**config.mk**
```make
export PLATFORM = sky130hd
export DESIGN_NAME = alu_sequencer
export DESIGN_NICKNAME = d
export VERILOG_FILES = /design/src/rtl/alu_pkg.sv /design/src/rtl/alu_settle_counter.sv /design/src/rtl/alu_sequencer.sv
export SDC_FILE = /design/constraint.sdc
export NUM_CORES = 1
export LEC_CHECK = 0
export ABC_AREA = 0
export CORE_MARGIN = 3
export CORE_UTILIZATION = 44
export CTS_BUF_LIST = sky130_fd_sc_hd__clkbuf_8
export DETAILED_ROUTE_END_ITERATION = 7
export PLACE_DENSITY = 0.89
export SLEW_MARGIN = 10
export SYNTH_ARGS = -nofsm -noshare
export SYNTH_HDL_FRONTEND = slang
export SYNTH_SLANG_ARGS = --single-unit
```
**constraint.sdc**
```tcl
create_clock -name clk -period 3.8 [get_ports clk]
set_input_delay 0.76 -clock clk [delete_from_list [all_inputs] [get_ports clk]]
set_output_delay 0.76 -clock clk [all_outputs]
set_load 0.005 [all_outputs]
```
**src/rtl/alu_pkg.sv**
```systemverilog
// alu_pkg: ALU command encoding and sequencer state shared by the ALU
// wrapper blocks.
package alu_pkg;
    localparam logic [2:0] ALU_ADD  = 3'd0;
    localparam logic [2:0] ALU_SUB  = 3'd1;
    localparam logic [2:0] ALU_XOR  = 3'd2;
    localparam logic [2:0] ALU_SLT  = 3'd3;
    localparam logic [2:0] ALU_AND  = 3'd4;
    localparam logic [2:0] ALU_NAND = 3'd5;
    localparam logic [2:0] ALU_NOR  = 3'd6;
    localparam logic [2:0] ALU_OR   = 3'd7;

    typedef enum logic [1:0] {IDLE, SETTLE, RESP} seq_state_e;

    // Only add/sub produce meaningful carry and overflow.
    function automatic logic has_flags(input logic [2:0] cmd);
        return (cmd == ALU_ADD) || (cmd == ALU_SUB);
    endfunction
endpackage

```
**src/rtl/alu_settle_counter.sv**
```systemverilog
// alu_settle_counter: loadable down-counter that stops at zero and flags it.
module alu_settle_counter #(
    parameter int SETTLE = 4
) (
    input  logic clk,
    input  logic rst_n,
    input  logic load,
    output logic done
);
    localparam int CW = (SETTLE > 1) ? $clog2(SETTLE) : 1;

    generate
        if (SETTLE < 1) begin : g_bad_settle
            $error("SETTLE must be at least 1");
        end
    endgenerate

    logic [CW-1:0] cnt_q, cnt_d;

    always_comb begin
        cnt_d = load ? CW'(SETTLE - 1) : ((cnt_q != '0) ? cnt_q - CW'(1) : cnt_q);
    end

    always_ff @(posedge clk) begin
        if (!rst_n) cnt_q <= '0;
        else        cnt_q <= cnt_d;
    end

    assign done = (cnt_q == '0);
endmodule

```
**src/rtl/alu_sequencer.sv**
```systemverilog
// alu_sequencer: registers requests into a combinational ALU, waits a settle
// window, captures result/flags and hands them downstream via valid/ready.
module alu_sequencer #(
    parameter int WIDTH  = 32,
    parameter int SETTLE = 4,
    parameter int CNT_W  = 16
) (
    input  logic             clk,
    input  logic             rst_n,
    input  logic             req_valid,
    output logic             req_ready,
    input  logic [WIDTH-1:0] req_a,
    input  logic [WIDTH-1:0] req_b,
    input  logic [2:0]       req_cmd,
    output logic [WIDTH-1:0] alu_operandA,
    output logic [WIDTH-1:0] alu_operandB,
    output logic [2:0]       alu_command,
    input  logic [WIDTH-1:0] alu_result,
    input  logic             alu_carryout,
    input  logic             alu_overflow,
    output logic             rsp_valid,
    input  logic             rsp_ready,
    output logic [WIDTH-1:0] rsp_result,
    output logic             rsp_carryout,
    output logic             rsp_overflow,
    output logic             rsp_zero,
    output logic [CNT_W-1:0] op_count
);
    import alu_pkg::*;

    seq_state_e       state_q, state_d;
    logic [WIDTH-1:0] alu_a_q, alu_a_d, alu_b_q, alu_b_d, result_q, result_d;
    logic [2:0]       cmd_q, cmd_d;
    logic             carry_q, carry_d, ovf_q, ovf_d, zero_q, zero_d;
    logic [CNT_W-1:0] op_count_q, op_count_d;
    logic             accept, settle_done;

    alu_settle_counter #(.SETTLE(SETTLE)) u_settle (
        .clk   (clk),
        .rst_n (rst_n),
        .load  (accept),
        .done  (settle_done)
    );

    always_comb begin
        req_ready  = (state_q == IDLE) || ((state_q == RESP) && rsp_ready);
        accept     = req_ready && req_valid;
        state_d    = state_q;
        alu_a_d    = alu_a_q;
        alu_b_d    = alu_b_q;
        cmd_d      = cmd_q;
        result_d   = result_q;
        carry_d    = carry_q;
        ovf_d      = ovf_q;
        zero_d     = zero_q;
        op_count_d = op_count_q;
        if ((state_q == alu_pkg::SETTLE) && settle_done) begin
            result_d = alu_result;
            carry_d  = has_flags(cmd_q) && alu_carryout;
            ovf_d    = has_flags(cmd_q) && alu_overflow;
            zero_d   = (alu_result == '0);
            state_d  = RESP;
        end
        if ((state_q == RESP) && rsp_ready) begin
            op_count_d = op_count_q + CNT_W'(1);
            state_d    = IDLE;
        end
        // A response handed off in the same cycle may be replaced immediately.
        if (accept) begin
            alu_a_d = req_a;
            alu_b_d = req_b;
            cmd_d   = req_cmd;
            state_d = alu_pkg::SETTLE;
        end
    end

    always_ff @(posedge clk) begin
        if (!rst_n) begin
            state_q    <= IDLE;
            alu_a_q    <= '0;
            alu_b_q    <= '0;
            cmd_q      <= '0;
            result_q   <= '0;
            carry_q    <= 1'b0;
            ovf_q      <= 1'b0;
            zero_q     <= 1'b0;
            op_count_q <= '0;
        end else begin
            state_q    <= state_d;
            alu_a_q    <= alu_a_d;
            alu_b_q    <= alu_b_d;
            cmd_q      <= cmd_d;
            result_q   <= result_d;
            carry_q    <= carry_d;
            ovf_q      <= ovf_d;
            zero_q     <= zero_d;
            op_count_q <= op_count_d;
        end
    end

    assign alu_operandA = alu_a_q;
    assign alu_operandB = alu_b_q;
    assign alu_command  = cmd_q;
    assign rsp_valid    = (state_q == RESP);
    assign rsp_result   = result_q;
    assign rsp_carryout = carry_q;
    assign rsp_overflow = ovf_q;
    assign rsp_zero     = zero_q;
    assign op_count     = op_count_q;
endmodule
```
==> results.sh <==
export IMPL_report_final_hold_viol_count=0
export IMPL_placement_io_buffers=224
export IMPL_effective_utilization_at_floorplan_pct=45.4
export IMPL_power_leakage_uw=0.00263
export IMPL_synth_most_common_cell="nand2_1"
export IMPL_placed_cells_incl_taps=881
export IMPL_synth_main_ff_cell="dfxtp_1"
export IMPL_drv_slew=0
export IMPL_clk_pin_slew_ns=0.06
export IMPL_pwr_density_cell_nw_per_um2=446
export IMPL_cap_viol_max_count=0
export IMPL_most_frequent_cells_after_synthesis="nand2_1 (204), dfxtp_1 (122), a21oi_1 (109)"
export IMPL_crit_reg2reg_launch="op_count[0]"
export IMPL_drtIter0Drc=218
export IMPL_fin_cells=912
export IMPL_ctsLongestPathBuffers=2
export IMPL_critical_path_peak_fanout=5
export IMPL_grt_overflow=0
export IMPL_netlist_top_cells_area="dfxtp_1 (55%), nand2_1 (17%), a21oi_1 (12%)"
export IMPL_syn_instance_count=557
export IMPL_worst_hold_slack_ns=0.455
export IMPL_synth_distinct_cells=33
export IMPL_route_detailed_drc=0
export IMPL_worst_clock_skew_ns=0.00970
export IMPL_worstPathRequired_ns=3.04
export IMPL_clk_latency_ns=0.42
export IMPL_vias_in_the_first_global_route=4701
export IMPL_yosysWarnings=0
export IMPL_pin_count_of_the_biggest_net_entering_global_routing=75
export IMPL_grt_antenna_before_repair=0
export IMPL_cts_tree="done"
export IMPL_dp_hpwl_mm=9.96
export IMPL_post_cts_sizing=0
export IMPL_kind_of_capture_point_of_the_worst_setup_path="output pin"
export IMPL_place_congestion=0.851
export IMPL_vdd_ir_drop_worst_v=0.000273
export IMPL_max_slew_headroom_at_the_worst_pin_pct=47.9
export IMPL_cts_root_buf="clkbuf_8"
export IMPL_crit_path_start_kind="primary input"
export IMPL_cts_hold_buffers_added=0
export IMPL_drt_wl_total_mm=13.8
export IMPL_placement_setup_worst_slack_ns=1.02
export IMPL_seq_area_frac_synth_pct=54.8
export IMPL_synth_async_reset_ratio_pct=0
export IMPL_synth_largest_type_area_fraction_pct=54.8
export IMPL_share_of_post_route_cells_with_drive_strength_above_1_pct=4.75
export IMPL_via_count=4608
export IMPL_min_period_over_period_pct=73.3
export IMPL_setup_total_negative_slack_ns=0
export IMPL_cts_sink_count=122
export IMPL_areaGrowthSynthToFinish_pct=62.3
export IMPL_nFillCells=725
export IMPL_cts_repair_timing_setup_buffer_count=0
export IMPL_antenna_diode_count=0
export IMPL_hold_path_startpoint="alu_operandB[9]"
export IMPL_rsz0062_at_grt="false"
export IMPL_postSynthAreaPerCell_sq_um=8.00
export IMPL_worst_setup_path_startpoint="rsp_ready"
export IMPL_rows=36
export IMPL_synth_fp_nets=664
export IMPL_hp_class="reg -> reg"
export IMPL_gr_usage_all_layers_pct=24.4
export IMPL_area_sequential_sq_um=2440
export IMPL_report_final_setup_viol=0
export IMPL_synth_seq_cells=122
export IMPL_ant_nets=0
export IMPL_slowest_stage="clkdlybuf4s50_1"
export IMPL_post_drt_wl_per_cell_microns=15.2
export IMPL_global_route_wire_length_before_repair_mm=22.1
export IMPL_cell_type_with_the_largest_total_area_after_synthesis="dfxtp_1"
export IMPL_drt_pass1_iterations=5
export IMPL_clock_fmax_ghz=0.359
export IMPL_worst_pin_slew_ns=0.781
export IMPL_timing_critical_path_slowest_cell_delay_ns=0.58
export IMPL_layout_setup_ws_ns=1.01
export IMPL_drt_vias_per_instance=5.05
export IMPL_arrival_ns=2.03
export IMPL_core_area_sq_um=9820
export IMPL_fp_dieArea_sq_um=11400
export IMPL_crit_path_frequent_cell="clkdlybuf4s50_1"
export IMPL_design_final_nets=874
export IMPL_syn_area_sq_um=4460
export IMPL_run_status="finished, final reports clean"
export IMPL_critPathKind="in -> out"
export IMPL_fp_dieH_microns=107
export IMPL_cts_htree_levels=4
export IMPL_number_of_enable_type_register_cells_in_the_synthesized_netlist=0
export IMPL_multi_input_comb_area_sq_um=1850
export IMPL_tritoncts_num_buffers=17
export IMPL_final_min_clock_period_ns=2.79
export IMPL_die_width_microns=107
export IMPL_floorplan_io_pins=225
export IMPL_timing_critical_path_cells="clkdlybuf4s50_1 > o21a_1 > clkdlybuf4s50_1"
[flip-flops by register name (all words and copies together), names as in the netlist]
signal / cells
alu_operandB: 32
rsp_result: 32
rsp_zero: 1
u_settle.cnt_q: 2
rsp_overflow: 1
op_count: 16
state_q: 2
alu_command: 3
rsp_carryout: 1
alu_operandA: 32
[cell type report]
type / instances / share of cell area [%]
multi-input cells: 392 / 25.6
well taps: 133 / 2.30
repair buffers: 228 / 31.7
clock buffers: 20 / 3.80
clock inverters: 11 / 2.46
flip-flops and latches: 122 / 33.8
inverters: 6 / 0.329
[worst max-delay path, delay by kind of cell]
kind	cells	cell delay (ns)
buffers and inverters	2	1.09
AO/OA/AOI/OAI	1	0.17
[cells by family (layout without fill, tap and decap cells)]
family | after synthesis | count (layout) | share of synthesized area (%)
flops | 122 | 122 | 54.8
xor+xnor | 11 | 11 | 2.16
simple gates | 258 | 258 | 24.3
buf+inv | 43 | 265 | 3.87
fa+ha+maj | 2 | 2 | 0.561
mux | 2 | 2 | 0.477
compound gates | 119 | 119 | 13.8
[layer usage]
| layer | vias up | share of wire, % | track usage (%) |
|---|---|---|---|
| met2 | 181 | 51 | 43.2 |
| met3 | 47 | 7.7 | 8.91 |
| met5 | - | 0 | 0 |
| met4 | 0 | 3.9 | 12.2 |
| li1 | 2250 | - | - |
| met1 | 2130 | 38 | 25.4 |
[through the flow]
| step | instance area [sq um] | utilization [%] | total power, uW |
|---|---|---|---|
| finish | 7240 | 73.7 | 3230 |
| global placement | 6780 | 69.1 | 1940 |
| CTS | 7230 | 73.7 | 3260 |
| global route | 7240 | 73.7 | 3370 |
| detailed placement | 6780 | 69.1 | 1960 |
| floorplan | 4460 | - | 1630 |
[layout by cell type, fill, tap and decap left out, types with 2 or more instances in the layout]
cell and n:
o31ai_1 2, or4_1 4, clkdlybuf4s50_1 224, dfxtp_1 122
a21oi_1 109, nand3_1 8, buf_12 2, nand2_1 204
nor4_1 5, xor2_1 8, clkinv_2 2, clkbuf_8 20
inv_1 9, or3_1 3, bufinv_16 5, ha_1 2
nand4_1 7, and4_1 2, and3_1 3, nor2_1 15
o21ai_0 4, xnor2_1 3, buf_4 2
[power by group]
group          switching (uW)  total, uW  internal, uW
registers                43.1       1410          1360
logic                     233        528           295
clock network             477       1300           820
total                     753       3230          2480
[final timing paths]
check | slack [ns] | cells after the start | to
setup / recovery | 1.01 | 3 | req_ready
hold / removal | 0.45 | 2 | alu_operandB[9]
setup reg to reg | 1.91 | 5 | op_count[12]
hold reg to reg | 0.45 | 2 | alu_operandB[9]
No activity file was read; power rests on OpenSTA's default activity.
